**src/rtl/cpu_pkg.sv**
```systemverilog
// ---------------------------------------------------------------------------
// cpu_pkg
// Shared definitions for the 5-stage pipeline CPU.
//   - Opcode and funct encodings recognised by the decoder.
//   - alu_op_e: ALU operation code. ex_stage uses the same encoding.
//   - dec_t:    decoded control fields for one instruction (ID-internal).
//   - id_ex_t:  contents of the ID/EX pipeline register.
//   - decode(): maps opcode/funct onto dec_t; unknown encodings clear 'legal'.
// ---------------------------------------------------------------------------
package cpu_pkg;

  localparam int CPU_XLEN   = 32;
  localparam int CPU_NREGS  = 32;
  localparam int CPU_REG_AW = $clog2(CPU_NREGS);
  localparam int CPU_IMM_W  = 16;

  // Primary opcodes, instr[31:26]
  localparam logic [5:0] OP_RTYPE = 6'h00;
  localparam logic [5:0] OP_ADDI  = 6'h08;
  localparam logic [5:0] OP_ANDI  = 6'h0C;
  localparam logic [5:0] OP_ORI   = 6'h0D;
  localparam logic [5:0] OP_LW    = 6'h23;
  localparam logic [5:0] OP_SW    = 6'h2B;

  // R-type function codes, instr[5:0]
  localparam logic [5:0] FN_ADD = 6'h20;
  localparam logic [5:0] FN_SUB = 6'h22;
  localparam logic [5:0] FN_AND = 6'h24;
  localparam logic [5:0] FN_OR  = 6'h25;
  localparam logic [5:0] FN_SLT = 6'h2A;

  typedef enum logic [2:0] {
    ALU_ADD = 3'b000,
    ALU_SUB = 3'b001,
    ALU_AND = 3'b010,
    ALU_OR  = 3'b011,
    ALU_SLT = 3'b100
  } alu_op_e;

  typedef struct packed {
    logic    legal;
    alu_op_e alu_op;
    logic    alu_src;     // 1: second ALU operand is the immediate
    logic    mem_read;
    logic    mem_write;
    logic    reg_write;
    logic    rt_is_src;   // rt is read as an operand (R-type, sw)
    logic    dest_is_rt;  // destination comes from rt rather than rd
  } dec_t;

  typedef struct packed {
    logic                    valid;
    logic [CPU_XLEN-1:0]     reg1_data;
    logic [CPU_XLEN-1:0]     reg2_data;
    logic [CPU_IMM_W-1:0]    imm;
    logic                    alu_src;
    alu_op_e                 alu_op;
    logic                    mem_read;
    logic                    mem_write;
    logic                    reg_write;
    logic [CPU_REG_AW-1:0]   dest_reg;
    logic [CPU_REG_AW-1:0]   rs;
    logic [CPU_REG_AW-1:0]   rt;
  } id_ex_t;

  function automatic dec_t decode(input logic [5:0] op, input logic [5:0] funct);
    dec_t d;
    d            = '0;
    d.alu_op     = ALU_ADD;
    d.dest_is_rt = 1'b1;
    case (op)
      OP_RTYPE: begin
        d.legal      = 1'b1;
        d.reg_write  = 1'b1;
        d.rt_is_src  = 1'b1;
        d.dest_is_rt = 1'b0;
        case (funct)
          FN_ADD:  d.alu_op = ALU_ADD;
          FN_SUB:  d.alu_op = ALU_SUB;
          FN_AND:  d.alu_op = ALU_AND;
          FN_OR:   d.alu_op = ALU_OR;
          FN_SLT:  d.alu_op = ALU_SLT;
          default: d.legal  = 1'b0;
        endcase
      end
      OP_ADDI: begin
        d.legal     = 1'b1;
        d.alu_src   = 1'b1;
        d.reg_write = 1'b1;
      end
      OP_ANDI: begin
        d.legal     = 1'b1;
        d.alu_op    = ALU_AND;
        d.alu_src   = 1'b1;
        d.reg_write = 1'b1;
      end
      OP_ORI: begin
        d.legal     = 1'b1;
        d.alu_op    = ALU_OR;
        d.alu_src   = 1'b1;
        d.reg_write = 1'b1;
      end
      OP_LW: begin
        d.legal     = 1'b1;
        d.alu_src   = 1'b1;
        d.mem_read  = 1'b1;
        d.reg_write = 1'b1;
      end
      OP_SW: begin
        d.legal     = 1'b1;
        d.alu_src   = 1'b1;
        d.mem_write = 1'b1;
        d.rt_is_src = 1'b1;
      end
      default: d.legal = 1'b0;
    endcase
    return d;
  endfunction

endpackage

```
**src/rtl/reg_file.sv**
```systemverilog
// ---------------------------------------------------------------------------
// reg_file
// NREGS x XLEN general-purpose register file.
//   clk_i, reset_i       clock, synchronous active-high reset (clears all)
//   we_i, waddr_i,
//   wdata_i              write port, written at the rising edge
//   raddr1_i / rdata1_o  read port 1 (combinational)
//   raddr2_i / rdata2_o  read port 2 (combinational)
// Register 0 is hardwired to zero. A read of the address being written in
// the same cycle returns the incoming write data, so WB and ID can overlap
// without a forwarding path of their own.
// ---------------------------------------------------------------------------
module reg_file #(
  parameter  int XLEN  = 32,
  parameter  int NREGS = 32,
  localparam int AW    = $clog2(NREGS)
) (
  input  logic            clk_i,
  input  logic            reset_i,
  input  logic            we_i,
  input  logic [AW-1:0]   waddr_i,
  input  logic [XLEN-1:0] wdata_i,
  input  logic [AW-1:0]   raddr1_i,
  output logic [XLEN-1:0] rdata1_o,
  input  logic [AW-1:0]   raddr2_i,
  output logic [XLEN-1:0] rdata2_o
);

  logic [XLEN-1:0] regs_q [NREGS];

  always_ff @(posedge clk_i) begin
    if (reset_i) begin
      for (int i = 0; i < NREGS; i++) begin
        regs_q[i] <= '0;
      end
    end else if (we_i && (waddr_i != '0)) begin
      regs_q[waddr_i] <= wdata_i;
    end
  end

  always_comb begin
    if (raddr1_i == '0) begin
      rdata1_o = '0;
    end else if (we_i && (waddr_i == raddr1_i)) begin
      rdata1_o = wdata_i;
    end else begin
      rdata1_o = regs_q[raddr1_i];
    end
  end

  always_comb begin
    if (raddr2_i == '0) begin
      rdata2_o = '0;
    end else if (we_i && (waddr_i == raddr2_i)) begin
      rdata2_o = wdata_i;
    end else begin
      rdata2_o = regs_q[raddr2_i];
    end
  end

endmodule

```
**src/rtl/id_stage.sv**
```systemverilog
// ---------------------------------------------------------------------------
// id_stage
// Instruction-decode stage: decodes the IF/ID instruction, reads operands
// from the register file (written by WB), detects load-use hazards and
// registers the result into the ID/EX register consumed by ex_stage.
//
// Inputs:
//   clk, reset         clock, synchronous active-high reset
//   if_valid, if_instr IF/ID instruction and its valid flag
//   flush              kill the instruction in ID (branch redirect)
//   wb_we/addr/data    register-file write port from WB
// Outputs:
//   stall              combinational; IF and IF/ID hold this cycle
//   illegal            one-cycle pulse: the instruction just issued was unknown
//   ex_valid .. ex_rt  ID/EX register contents
//
// Priority at each edge: reset > flush > load-use hazard > if_valid > idle.
// Every non-issue case loads a bubble: only the control bits are cleared,
// the data fields keep their old value so the EX datapath does not toggle.
// ---------------------------------------------------------------------------
module id_stage
  import cpu_pkg::*;
#(
  parameter  int XLEN  = CPU_XLEN,
  parameter  int NREGS = CPU_NREGS,
  parameter  int IMM_W = CPU_IMM_W,
  localparam int AW    = $clog2(NREGS)
) (
  input  logic             clk,
  input  logic             reset,
  input  logic             if_valid,
  input  logic [31:0]      if_instr,
  input  logic             flush,
  input  logic             wb_we,
  input  logic [AW-1:0]    wb_addr,
  input  logic [XLEN-1:0]  wb_data,
  output logic             stall,
  output logic             illegal,
  output logic             ex_valid,
  output logic [XLEN-1:0]  reg1_data,
  output logic [XLEN-1:0]  reg2_data,
  output logic [IMM_W-1:0] imm,
  output logic             alu_src,
  output logic [2:0]       alu_op,
  output logic             mem_read,
  output logic             mem_write,
  output logic             reg_write,
  output logic [AW-1:0]    dest_reg,
  output logic [AW-1:0]    ex_rs,
  output logic [AW-1:0]    ex_rt
);

  // Field extraction and decode
  logic [5:0]      op;
  logic [5:0]      funct;
  logic [AW-1:0]   rs;
  logic [AW-1:0]   rt;
  logic [AW-1:0]   rd;
  dec_t            dec;
  logic            unused_shamt;

  assign op    = if_instr[31:26];
  assign rs    = if_instr[25:21];
  assign rt    = if_instr[20:16];
  assign rd    = if_instr[15:11];
  assign funct = if_instr[5:0];
  assign dec   = decode(op, funct);

  // The shift-amount field has no user in this instruction set.
  assign unused_shamt = ^if_instr[10:6];

  // Operand read
  logic [XLEN-1:0] rs_val;
  logic [XLEN-1:0] rt_val;

  reg_file #(
    .XLEN  (XLEN),
    .NREGS (NREGS)
  ) u_reg_file (
    .clk_i    (clk),
    .reset_i  (reset),
    .we_i     (wb_we),
    .waddr_i  (wb_addr),
    .wdata_i  (wb_data),
    .raddr1_i (rs),
    .rdata1_o (rs_val),
    .raddr2_i (rt),
    .rdata2_o (rt_val)
  );

  // Load-use hazard against the instruction now in EX
  id_ex_t ex_q;
  id_ex_t ex_d;
  logic   illegal_q;
  logic   illegal_d;
  logic   hazard;

  // A load into r0 produces nothing to wait for. rt only matters when the
  // instruction actually reads it (R-type, sw).
  assign hazard = ex_q.valid && ex_q.mem_read && (ex_q.dest_reg != '0) && if_valid &&
                  ((ex_q.dest_reg == rs) || (dec.rt_is_src && (ex_q.dest_reg == rt)));

  // The bubble inserted here clears ex_q.mem_read, so stall self-terminates
  // after one cycle.
  assign stall = hazard && !flush && !reset;

  // Next ID/EX contents
  always_comb begin
    ex_d           = ex_q;
    ex_d.valid     = 1'b0;
    ex_d.mem_read  = 1'b0;
    ex_d.mem_write = 1'b0;
    ex_d.reg_write = 1'b0;
    illegal_d      = 1'b0;
    if (!flush && !hazard && if_valid) begin
      if (dec.legal) begin
        ex_d.valid     = 1'b1;
        ex_d.reg1_data = rs_val;
        ex_d.reg2_data = rt_val;
        ex_d.imm       = if_instr[IMM_W-1:0];
        ex_d.alu_src   = dec.alu_src;
        ex_d.alu_op    = dec.alu_op;
        ex_d.mem_read  = dec.mem_read;
        ex_d.mem_write = dec.mem_write;
        ex_d.reg_write = dec.reg_write;
        ex_d.dest_reg  = dec.dest_is_rt ? rt : rd;
        ex_d.rs        = rs;
        ex_d.rt        = rt;
      end else begin
        illegal_d = 1'b1;
      end
    end
  end

  // ID/EX register boundary
  always_ff @(posedge clk) begin
    if (reset) begin
      ex_q      <= '0;
      illegal_q <= 1'b0;
    end else begin
      ex_q      <= ex_d;
      illegal_q <= illegal_d;
    end
  end

  assign illegal   = illegal_q;
  assign ex_valid  = ex_q.valid;
  assign reg1_data = ex_q.reg1_data;
  assign reg2_data = ex_q.reg2_data;
  assign imm       = ex_q.imm;
  assign alu_src   = ex_q.alu_src;
  assign alu_op    = ex_q.alu_op;
  assign mem_read  = ex_q.mem_read;
  assign mem_write = ex_q.mem_write;
  assign reg_write = ex_q.reg_write;
  assign dest_reg  = ex_q.dest_reg;
  assign ex_rs     = ex_q.rs;
  assign ex_rt     = ex_q.rt;

endmodule

```
**config.mk**
```make
export PLATFORM = sky130hd
export DESIGN_NAME = id_stage
export DESIGN_NICKNAME = d
export VERILOG_FILES = /design/src/rtl/cpu_pkg.sv /design/src/rtl/reg_file.sv /design/src/rtl/id_stage.sv
export SDC_FILE = /design/constraint.sdc
export NUM_CORES = 2
export LEC_CHECK = 0
export CORE_AREA = 2 2 346 348
export CTS_CLUSTER_DIAMETER = 120
export DETAILED_ROUTE_END_ITERATION = 8
export DIE_AREA = 0 0 348 350
export GPL_ROUTABILITY_DRIVEN = 0
export HOLD_SLACK_MARGIN = 0.05
export MAX_ROUTING_LAYER = met4
export PLACE_DENSITY = 0.63
export SLEW_MARGIN = 40
export SYNTH_ARGS = -nofsm -noshare
export SYNTH_HDL_FRONTEND = slang
export SYNTH_SLANG_ARGS = --single-unit
```
**constraint.sdc**
```tcl
create_clock -name clk -period 7.25 [get_ports clk]
set_input_delay 1.45 -clock clk [delete_from_list [all_inputs] [get_ports clk]]
set_output_delay 1.45 -clock clk [all_outputs]
set_load 0.01 [all_outputs]
```
==> metrics.sh <==
PERIOD_SHARE=0.724
TIMING.HOLD.WORST.START='alu_src'
NETS=4243
YS_WARN_COUNT=0
RSZ_0062_RAISED_AFTER_GLOBAL_ROUTING='false'
YS_SEQ_ELEMENTS=1128
POWER_REPORT.INTERNAL_TOTAL_mW=11.9
DIE_X_UM=348
GRT_FIRST_PASS_WIRELENGTH_UM=290000
TIMING.CRITICAL_PATH.CELLS='clkdlybuf4s50_1 -> nor4_2 -> o211ai_1 -> o22ai_1 -> nand2_1 -> nor3_1 -> clkdlybuf4s50_1'
LEAKAGE_POWER_FIGURE_nW=23.1
CLOCK_TREE.ROOT_CELL='clkbuf_16'
MET3_WIRELENGTH_UM=24200
POST_SYNTH_INST_COUNT=4124
POSTCTSSETUPREPAIRBUFS=0
SETUP_TOTAL_NEGATIVE_SLACK_NS=0
TOP_LEVEL_PINS=179
IRDROPWORSTVDD_mV=0.255
REPORT.FINAL.SLEW_VIOL_COUNT=0
P_CLK_FRAC=0.412
GROUTE.USAGE.OVERALL=0.350
CORE.ROWCOUNT=126
COUNT_OF_VIAS_PLACED_BY_THE_DETAILED_ROUTER=39283
FF2FF_SETUP_SLACK_NS=4.51
SETUP_VIOL_COUNT_FINAL=0
STATUS='completed'
WORST_R2R_ENDPOINT='reg2_data[21]'
WHS_ENDPOINT='alu_src'
FIRST_GLOBAL_VIAS=38810
INITIAL_UTILIZATION=0.498
CTS-RESIZED-GATES=0
H_TREE_LEVEL_COUNT=4
VIASPERCELL=6.76
FMAXACHIEVABLE_MHz=190
DETAIL_ROUTE.WIRELENGTH_UM=207000
SLOWEST_DELAY_NS=0.57
POSTCTSHOLDBUFS=0
NUMBER_OF_FLIP_FLOPS_UNDER_THE_LARGEST_REGISTER_NAME=1024
SYNTHARSTFLOPSHARE=0
CTS.SINK_COUNT=1128
LAYOUT-AREA-OVERHEAD-VS-SYNTH_PCT=13.2
PATH_COMMON_CELL='clkdlybuf4s50_1'
SYNTH-EDFF-COUNT=1024
WL_PER_CELL_UM=35.5
LARGEST_REGISTER='u_reg_file.regs_q'
HOLD-PATH-CELL-COUNT=2
POWER_PER_CELL_AREA_nW_PER_UM2=240
PLACE_HPWL_UM=120000
WIRELENGTH_MET1_UM=78300
FINAL_PERIOD_MINUS_WORST_SETUP_SLACK_NS=5.25
CP-START-KIND='primary input'
DRV.MAX_CAP_VIOLATION_COUNT=0
ANT_NETS=0
WORST_CLOCK_SKEW_NS=0.0293
NETLIST_AREA_UM2=58600
GRT_START_MAX_NET_PINS=87
SYNTH_CELL_TYPE_COUNT=60
WORST_SLEW_MARGIN_REL=0.378
CTS-BUFFERS-INSERTED=131
DRC_VIOLATIONS_LEFT=0
WORST_SETUP_PATH_END_KIND='output pin'
HOLD_VIOLATIONS=0
YS_DOMINANT_REG_CELL='edfxtp_1'
WORSTMARGINPINSLEW_NS=0.933
DATA_REQUIRED_TIME_OF_THE_CRITICAL_PATH_NS=5.80
CTS_TREE='built'
CLASSIFICATION_OF_THE_WORST_SETUP_PATH='in2out'
NUMBER_OF_CELLS_AFTER_DETAILED_PLACEMENT=5568
LAYOUT-DRIVE-GT1-SHARE=0.205
WORSTREGTOREGCELLS=7
OVERFLOW=0
NET-SWITCHING-POWER_mW=3.97
GRT_ANTENNA_BEFORE_REPAIR=11
MET2ROUTEDLENGTH_UM=93000
INITIALDRTVIOLATIONCOUNT=5930
DRT_FIRST_PASS_ITERS=6
PROPORTION_OF_SYNTHESIZED_CHIP_AREA_IN_SEQUENTIAL_CELLS=0.560
DIE_AREA_UM2=122000
CPMAXSTAGEDELAYCELL='clkdlybuf4s50_1'
TOPROUTINGLAYERUSED='met4'
CTS.REPORTEDPATHS.CLKPINSLEW_NS=0.06
RR_STARTPOINT='dest_reg[0]'
INSERTION_DELAY_NS=0.76
HOLD_CLASS='reg2reg'
FINALPOWER_mW=15.9
SYN-MEAN-INSTANCE-AREA_UM2=14.2
NUMPORTBUFFERS=178
COMBINATIONALPOWERSHARE=0.110
CRITPATHARRIVALTIME_NS=3.80
CLK_PATH_BUF_DEPTH=3
CORE_REGION_AREA_UM2=118000
SEQ_POWER_SHARE=0.477
INSTANCES_NO_FILL=5813
SWSHARE=0.249
PATH_MAX_FANOUT=5
DIE_HEIGHT_UM=350
-- cell families (layout without fill, tap and decap cells) --
logic type	Yosys count	in the layout	share of synthesized area
AND/OR/NAND/NOR	1330	1330	0.135
flip-flops	1128	1128	0.560
multiplexers	655	655	0.201
AO/OA/AOI/OAI	533	533	0.0688
buffers and inverters	457	573	0.0326
XOR/XNOR	20	20	0.00299
other	1	38	0.0000640
-- layer usage --
layer | GRT usage | up-vias
met2 | 0.517 | 2735
met4 | 0.161 | 0
met3 | 0.0769 | 483
met1 | 0.465 | 20161
met5 | - | -
li1 | - | 15904
-- critical path, delay by kind of cell --
| kind | cells | cell delay (ns) |
|---|---|---|
| AOI/OAI and AO/OA | 2 | 0.51 |
| buffers and inverters | 2 | 1.07 |
| and+or+nand+nor | 3 | 0.77 |
-- cells in the mapped netlist, types with 8 or more instances --
cell type,n,area share
o211a_1,12,0.0020
a211o_1,13,0.0019
nand3b_1,9,0.0012
nor2b_1,11,0.0012
nand2b_1,14,0.0015
nand2_1,54,0.0035
buf_4,23,0.0029
mux2i_1,238,0.041
and2_1,997,0.11
a21oi_1,98,0.0084
nor3_1,57,0.0049
a211oi_1,27,0.0035
a22oi_1,151,0.019
nor2_1,97,0.0062
xor2_1,8,0.0012
a31oi_1,18,0.0019
xnor2_1,12,0.0018
or2_2,39,0.0042
a221oi_1,54,0.0081
buf_2,86,0.0073
buf_1,37,0.0024
mux4_2,416,0.16
a221o_1,94,0.016
clkbuf_1,292,0.019
a21o_1,13,0.0017
dfxtp_1,104,0.036
nand3_1,20,0.0017
inv_1,17,0.0011
edfxtp_1,1024,0.52
o21ai_0,31,0.0026
-- how the worst max path moves through the flow --
| stage | endpoint | cells after the start | slack (ns) | start |
|---|---|---|---|---|
| after global placement | stall | 7 | 2.00 | if_instr[26] |
| after floorplan | stall | 5 | 3.20 | if_instr[26] |
| after CTS | stall | 7 | 2.05 | if_instr[26] |
| after global routing | stall | 7 | 1.79 | if_instr[26] |
| after detailed placement | stall | 7 | 2.08 | if_instr[26] |
| final | stall | 7 | 2.00 | if_instr[26] |
-- through the flow --
stage	cell area, um^2	setup slack [ns]	hold slack [ns]	utilization
2_1_floorplan	58700	3.20	0.498	-
3_3_place_gp	62000	2.00	0.470	0.526
3_5_place_dp	62000	2.08	0.474	0.527
6_report	66300	2.00	0.490	0.563
4_1_cts	66200	2.05	0.488	0.562
5_1_grt	66300	1.79	0.507	0.563
-- power by group through the flow --
stage | sequential, mW | combinational [mW] | clock, mW
final | 7.60 | 1.75 | 6.56
after global routing | 7.62 | 1.80 | 6.86
after CTS | 7.59 | 1.72 | 6.60
after detailed placement | 7.72 | 1.71 | 0
after global placement | 7.70 | 1.71 | 0
after floorplan | 7.65 | 1.07 | 0
-- cells in the final DEF, fill, tap and decap left out, types with 9 or more instances in the layout --
master and count:
a221o_1 94, buf_4 124, nand3b_1 9, nand2b_1 12
or2_4 15, xnor2_1 12, a211oi_1 27, a22oi_1 151
clkinv_2 14, a21o_1 12, dfxtp_1 104, nor2_4 22
mux4_2 416, inv_1 17, conb_1 32, nand2_1 54
clkbuf_8 10, nor3_1 56, buf_2 25, a31oi_1 18
a211o_1 13, clkdlybuf4s50_1 147, nor2_1 59, mux2i_1 238
or2_2 24, o21ai_0 31, edfxtp_1 1024, nor2b_4 9
and2_1 993, a21oi_1 98, nand3_1 20, clkbuf_1 37
nor2_2 16, a221oi_1 54, o211a_1 12, clkinv_1 20
clkbuf_16 136
-- area by class of cell --
| class | instances | area [um^2] |
|---|---|---|
| antenna | 6 | 15.0 |
| clock buffer | 183 | 3680 |
| clock inverter | 52 | 510 |
| fill | 9307 | 51400 |
| inverter | 19 | 71.3 |
| multi-input combinational | 2570 | 24400 |
| sequential | 1128 | 32800 |
| tap | 1536 | 1920 |
| timing repair buffer | 319 | 2960 |
Power figures use the tool's default switching activity.
